$ cat config.mk
export PLATFORM = sky130hd
export DESIGN_NAME = if_fetch_unit
export DESIGN_NICKNAME = d
export VERILOG_FILES = /design/src/rtl/if_fetch_unit.sv
export SDC_FILE = /design/constraint.sdc
export NUM_CORES = 1
export LEC_CHECK = 0
export CAP_MARGIN = 10
export CORE_MARGIN = 2
export CORE_UTILIZATION = 40
export CTS_CLUSTER_DIAMETER = 50
export CTS_CLUSTER_SIZE = 16
export DETAILED_ROUTE_END_ITERATION = 10
export PLACE_DENSITY_LB_ADDON = 0.2
export SLEW_MARGIN = 10
export SYNTH_ARGS = -nofsm -noshare
export SYNTH_HDL_FRONTEND = slang
export SYNTH_SLANG_ARGS = --single-unit
$ cat constraint.sdc
create_clock -name CCLK -period 8.7 [get_ports CCLK]
set_clock_uncertainty 0.15 [all_clocks]
set_input_delay 1.305 -clock CCLK [delete_from_list [all_inputs] [get_ports CCLK]]
set_output_delay 1.305 -clock CCLK [all_outputs]
set_load 0.1 [all_outputs]
$ cat src/rtl/if_fetch_unit.sv
// Instruction-fetch front end: owns the PC, requests words from the
// instruction cache and presents them to the IF/ID pipeline register.
module if_fetch_unit #(
    parameter logic [31:0] RESET_PC = 32'h0000_0000,
    parameter int unsigned MAX_WAIT = 255
) (
    input  logic        CCLK,
    input  logic        RESET,
    input  logic        PCWrite,
    input  logic        BR_TAKEN,
    input  logic [31:0] BR_TARGET,
    output logic        IC_REQ,
    output logic [31:0] IC_ADDR,
    input  logic        IC_READY,
    input  logic [31:0] IC_RDATA,
    output logic [31:0] IF_Instruction,
    output logic [31:0] IF_PC_4,
    output logic        IF_Valid,
    output logic        IFIDWrite,
    output logic        IF_Flush,
    output logic        MISS_STALL,
    output logic        FETCH_ERR
);

    typedef enum logic [1:0] {
        IDLE = 2'd0,
        REQ  = 2'd1,
        HOLD = 2'd2
    } state_t;

    localparam logic [7:0] WAIT_LIMIT = 8'(MAX_WAIT);

    state_t      state;
    logic [31:0] pc;
    logic [31:0] instr_buf;
    logic [31:0] pc4_buf;
    logic [31:0] redir_pc;
    logic        redir_pend;
    logic [7:0]  wait_cnt;
    logic        flush_q;
    logic        err_q;

    logic [31:0] br_tgt;
    logic [31:0] pc_plus4;
    logic        in_hold;

    assign br_tgt   = {BR_TARGET[31:2], 2'b00};
    assign pc_plus4 = pc + 32'd4;
    assign in_hold  = (state == HOLD);

    // Fetch FSM with PC, instruction buffer, pending redirect and wait timer
    always_ff @(posedge CCLK or posedge RESET) begin
        if (RESET) begin
            state      <= IDLE;
            pc         <= RESET_PC;
            instr_buf  <= 32'd0;
            pc4_buf    <= 32'd0;
            redir_pc   <= 32'd0;
            redir_pend <= 1'b0;
            wait_cnt   <= 8'd0;
            flush_q    <= 1'b0;
            err_q      <= 1'b0;
        end else begin
            flush_q <= BR_TAKEN;
            unique case (state)
                IDLE: begin
                    if (BR_TAKEN) begin
                        pc <= br_tgt;
                    end
                    wait_cnt <= 8'd0;
                    state    <= REQ;
                end
                REQ: begin
                    if (IC_READY) begin
                        wait_cnt <= 8'd0;
                        if (redir_pend || BR_TAKEN) begin
                            // Response belongs to a squashed path; retry at target
                            pc         <= BR_TAKEN ? br_tgt : redir_pc;
                            redir_pend <= 1'b0;
                        end else begin
                            instr_buf <= IC_RDATA;
                            pc4_buf   <= pc_plus4;
                            state     <= HOLD;
                        end
                    end else begin
                        if (BR_TAKEN) begin
                            redir_pend <= 1'b1;
                            redir_pc   <= br_tgt;
                        end
                        if (wait_cnt != WAIT_LIMIT) begin
                            wait_cnt <= wait_cnt + 8'd1;
                            if ((wait_cnt + 8'd1) == WAIT_LIMIT) begin
                                err_q <= 1'b1;
                            end
                        end
                    end
                end
                HOLD: begin
                    if (BR_TAKEN) begin
                        pc       <= br_tgt;
                        wait_cnt <= 8'd0;
                        state    <= REQ;
                    end else if (PCWrite) begin
                        pc       <= pc_plus4;
                        wait_cnt <= 8'd0;
                        state    <= REQ;
                    end
                end
                default: begin
                    state <= IDLE;
                end
            endcase
        end
    end

    // Cache request and IF-stage outputs decoded from the current state
    always_comb begin
        IC_REQ         = (state == REQ);
        IC_ADDR        = pc;
        MISS_STALL     = (state == REQ);
        IF_Valid       = in_hold;
        IF_Instruction = in_hold ? instr_buf : 32'd0;
        IF_PC_4        = in_hold ? pc4_buf : 32'd0;
        IFIDWrite      = in_hold & PCWrite & ~BR_TAKEN;
        IF_Flush       = flush_q;
        FETCH_ERR      = err_q;
    end

endmodule

==> flow_summary.ini <==
[run]
cap_violations = 0

[sta]
worstMarginPinSlew_ns = 1.11
final-hold-violation-count = 0
fmax_mhz = 177
tns_ns = 0
rsz0062_at_grt = false
finalMaxSlewViolations = 0
period_share_pct = 65.0
period_minus_slack_ns = 5.65
slew_headroom_pct = 26.1
setup_violations = 0

[power]
internal-power_mw = 1.93
combPwrFrac_pct = 49.4
switchingPower_mw = 1.85
power_mw = 3.78
max-vdd-ir-drop_mv = 0.206
pwr-share-clk_pct = 19.4
leakage_nw = 4.17
p_per_area_nw_per_um2 = 382
sw_frac_of_total_pct = 49.0
pwr-share-seq_pct = 31.2

[route]
wl_mm = 20.9
drc_errors = 0
drt-wirelength-per-cell_um = 17.1
firstDrtPassIters = 5
via_per_inst = 5.35
vias = 6500
drtIter0Drc = 473
drtAntennaViolNets = 0

[synth]
synth_area_um2 = 7500
ys_ff_latch = 141
synthesis.nets = 914
yosysSeqAreaShare_pct = 47.1
yosysMostFrequentCell = nand2_1
synthTopCellsByCount = nand2_1, dfrtp_1, o21ai_0
yosysTopAreaCellShare_pct = 47.1
netlist_instances = 837
synth_top_area_cell = dfrtp_1
synth_edf_count = 0
async_reset_ff_share_pct = 100
syn_avg_cell_area_um2 = 8.96
yosysUniqueCellTypes = 54
synthFlopType = dfrtp_1
synth_warnings = 0
synthTopCellsByArea = dfrtp_1, nand2_1, and2_1

[clocking]
cts.repair.resized = 0
h-tree-depth = 4
clk_pin_slew_ns = 0.06
clock-root-buffer = clkbuf_16
cts_tree = yes
cts-buffers-inserted = 17
worstSkewPairLatency_ns = 0.42
clock-sinks = 141
cts_setup_buffers = 0
hold_buffers = 0
clockBufferDepth = 2

[grt]
met3_usage_pct = 4.59
gr-total-overflow = 0
grt_use_met2_pct = 32.5
antenna_found_initial = 0
grtUsageTotal_pct = 21.6
grt_max_degree = 94
grt_use_met1_pct = 31.6
grt_pass1_vias = 6163
grt.busiest_layer = met2
grt_pass1_wl_mm = 34.0

[setup_path]
cp_max_fo = 21
cp_data_required_time_ns = 7.24
arrival_ns = 4.20
crit_path_start_kind = input port
crit_type = in2out
endpoint_kind = output port

[layout]
area_delta_synth_final_pct = 31.8
drive_gt1_share_pct = 8.25
layout.nets = 1047
antennaDiodeCount = 0
fillCellCount = 1710

[floorplanning]
placement_rows = 50
ios = 171
die_h_um = 141
dieArea_um2 = 19900
core_region_area_um2 = 18500
start_util_pct = 40.5
die_w_um = 141

[place]
dp_hpwl_mm = 13.9
place_congestion = 0.847
port_buffers = 168

[hold_path]
holdCritPathClass = reg2reg

[status]
status = finished, final reports clean
==> placed cells by master (no fill, tap or decap), drive strengths merged, types with 12 or more instances in the layout <==
master         instances
nor3                  17
clkbuf                19
nand2                170
clkdlybuf4s50        168
and2                  70
a21oi                 13
nor2                  58
dfrtp                141
nand4                 15
mux2                  30
xnor2                 21
a221oi                12
o21ai                 85
nand3                 25
o31ai                 13
==> through the flow <==
stage | util [%] | hold slack, ns | cells | instance area (µm²) | setup WS [ns]
6_report | 53.4 | 0.313 | 1216 | 9880 | 3.05
5_1_grt | 53.4 | 0.336 | 1216 | 9880 | 2.77
4_1_cts | 53.4 | 0.318 | 1216 | 9880 | 2.96
3_5_place_dp | 50.2 | 0.304 | 1185 | 9290 | 3.02
3_3_place_gp | 50.2 | 0.299 | 1185 | 9290 | 3.04
2_1_floorplan | - | 0.287 | 837 | 7500 | 3.46
==> worst max-delay path, stage by stage <==
cell	delay, ns
clkdlybuf4s50_1	0.63
nor2b_2	0.84
and2_1	0.25
clkdlybuf4s50_1	1.16
==> worst paths after layout <==
check | from | slack [ns] | endpoint | cells past startpoint
setup / recovery | BR_TAKEN | 3.05 | IFIDWrite | 4
hold / removal | FETCH_ERR | 0.31 | FETCH_ERR | 2
setup reg to reg | state[0] | 5.00 | IC_ADDR[29] | 7
hold reg to reg | FETCH_ERR | 0.31 | FETCH_ERR | 2
max in group asynchronous | RESET | 5.80 | pc4_buf[20] | 3
min in group asynchronous | RESET | 1.24 | instr_buf[29] | 2
==> power groups by stage <==
stage                     sequential (mW)  clock (mW)  combinational, mW
after detailed placement             1.19           0               1.87
final                                1.18       0.733               1.86
after CTS                            1.18       0.746               1.87
after floorplan                      1.59           0              0.975
after global routing                 1.22       0.775               2.00
after global placement               1.17           0               1.84
==> sequential cells by signal, indices dropped and copies added (netlist names) <==
register	count
IC_ADDR	32
instr_buf	32
pc4_buf	32
redir_pc	32
wait_cnt	8
state	2
FETCH_ERR	1
IF_Flush	1
redir_pend	1
==> area by class of cell <==
| cell class | instances | area (µm²) | area share [%] |
|---|---|---|---|
| multi-input cells | 625 | 3700 | 37.4 |
| flip-flops and latches | 141 | 3530 | 35.7 |
| repair buffers | 174 | 1730 | 17.5 |
| clock buffers | 19 | 443 | 4.48 |
| well taps | 234 | 293 | 2.96 |
| clock inverters | 12 | 146 | 1.48 |
| inverters | 11 | 46.3 | 0.468 |
==> cells by family (layout without fill, tap and decap cells) <==
kind of cell	count (synthesis)	after routing	synth area share, %
simple gates	390	390	25.3
compound gates	167	167	14.3
flops	141	141	47.1
buf+inv	71	216	3.92
xor+xnor	30	30	3.51
mux	30	30	4.51
fa+ha+maj	8	8	1.34
==> per-layer routing <==
layer,share of wire (%),wire length (µm)
met1,49,10300
met2,43,9050
met3,6.0,1250
met4,1.3,274
met5,0,0
(Power assumes the default switching activity.)
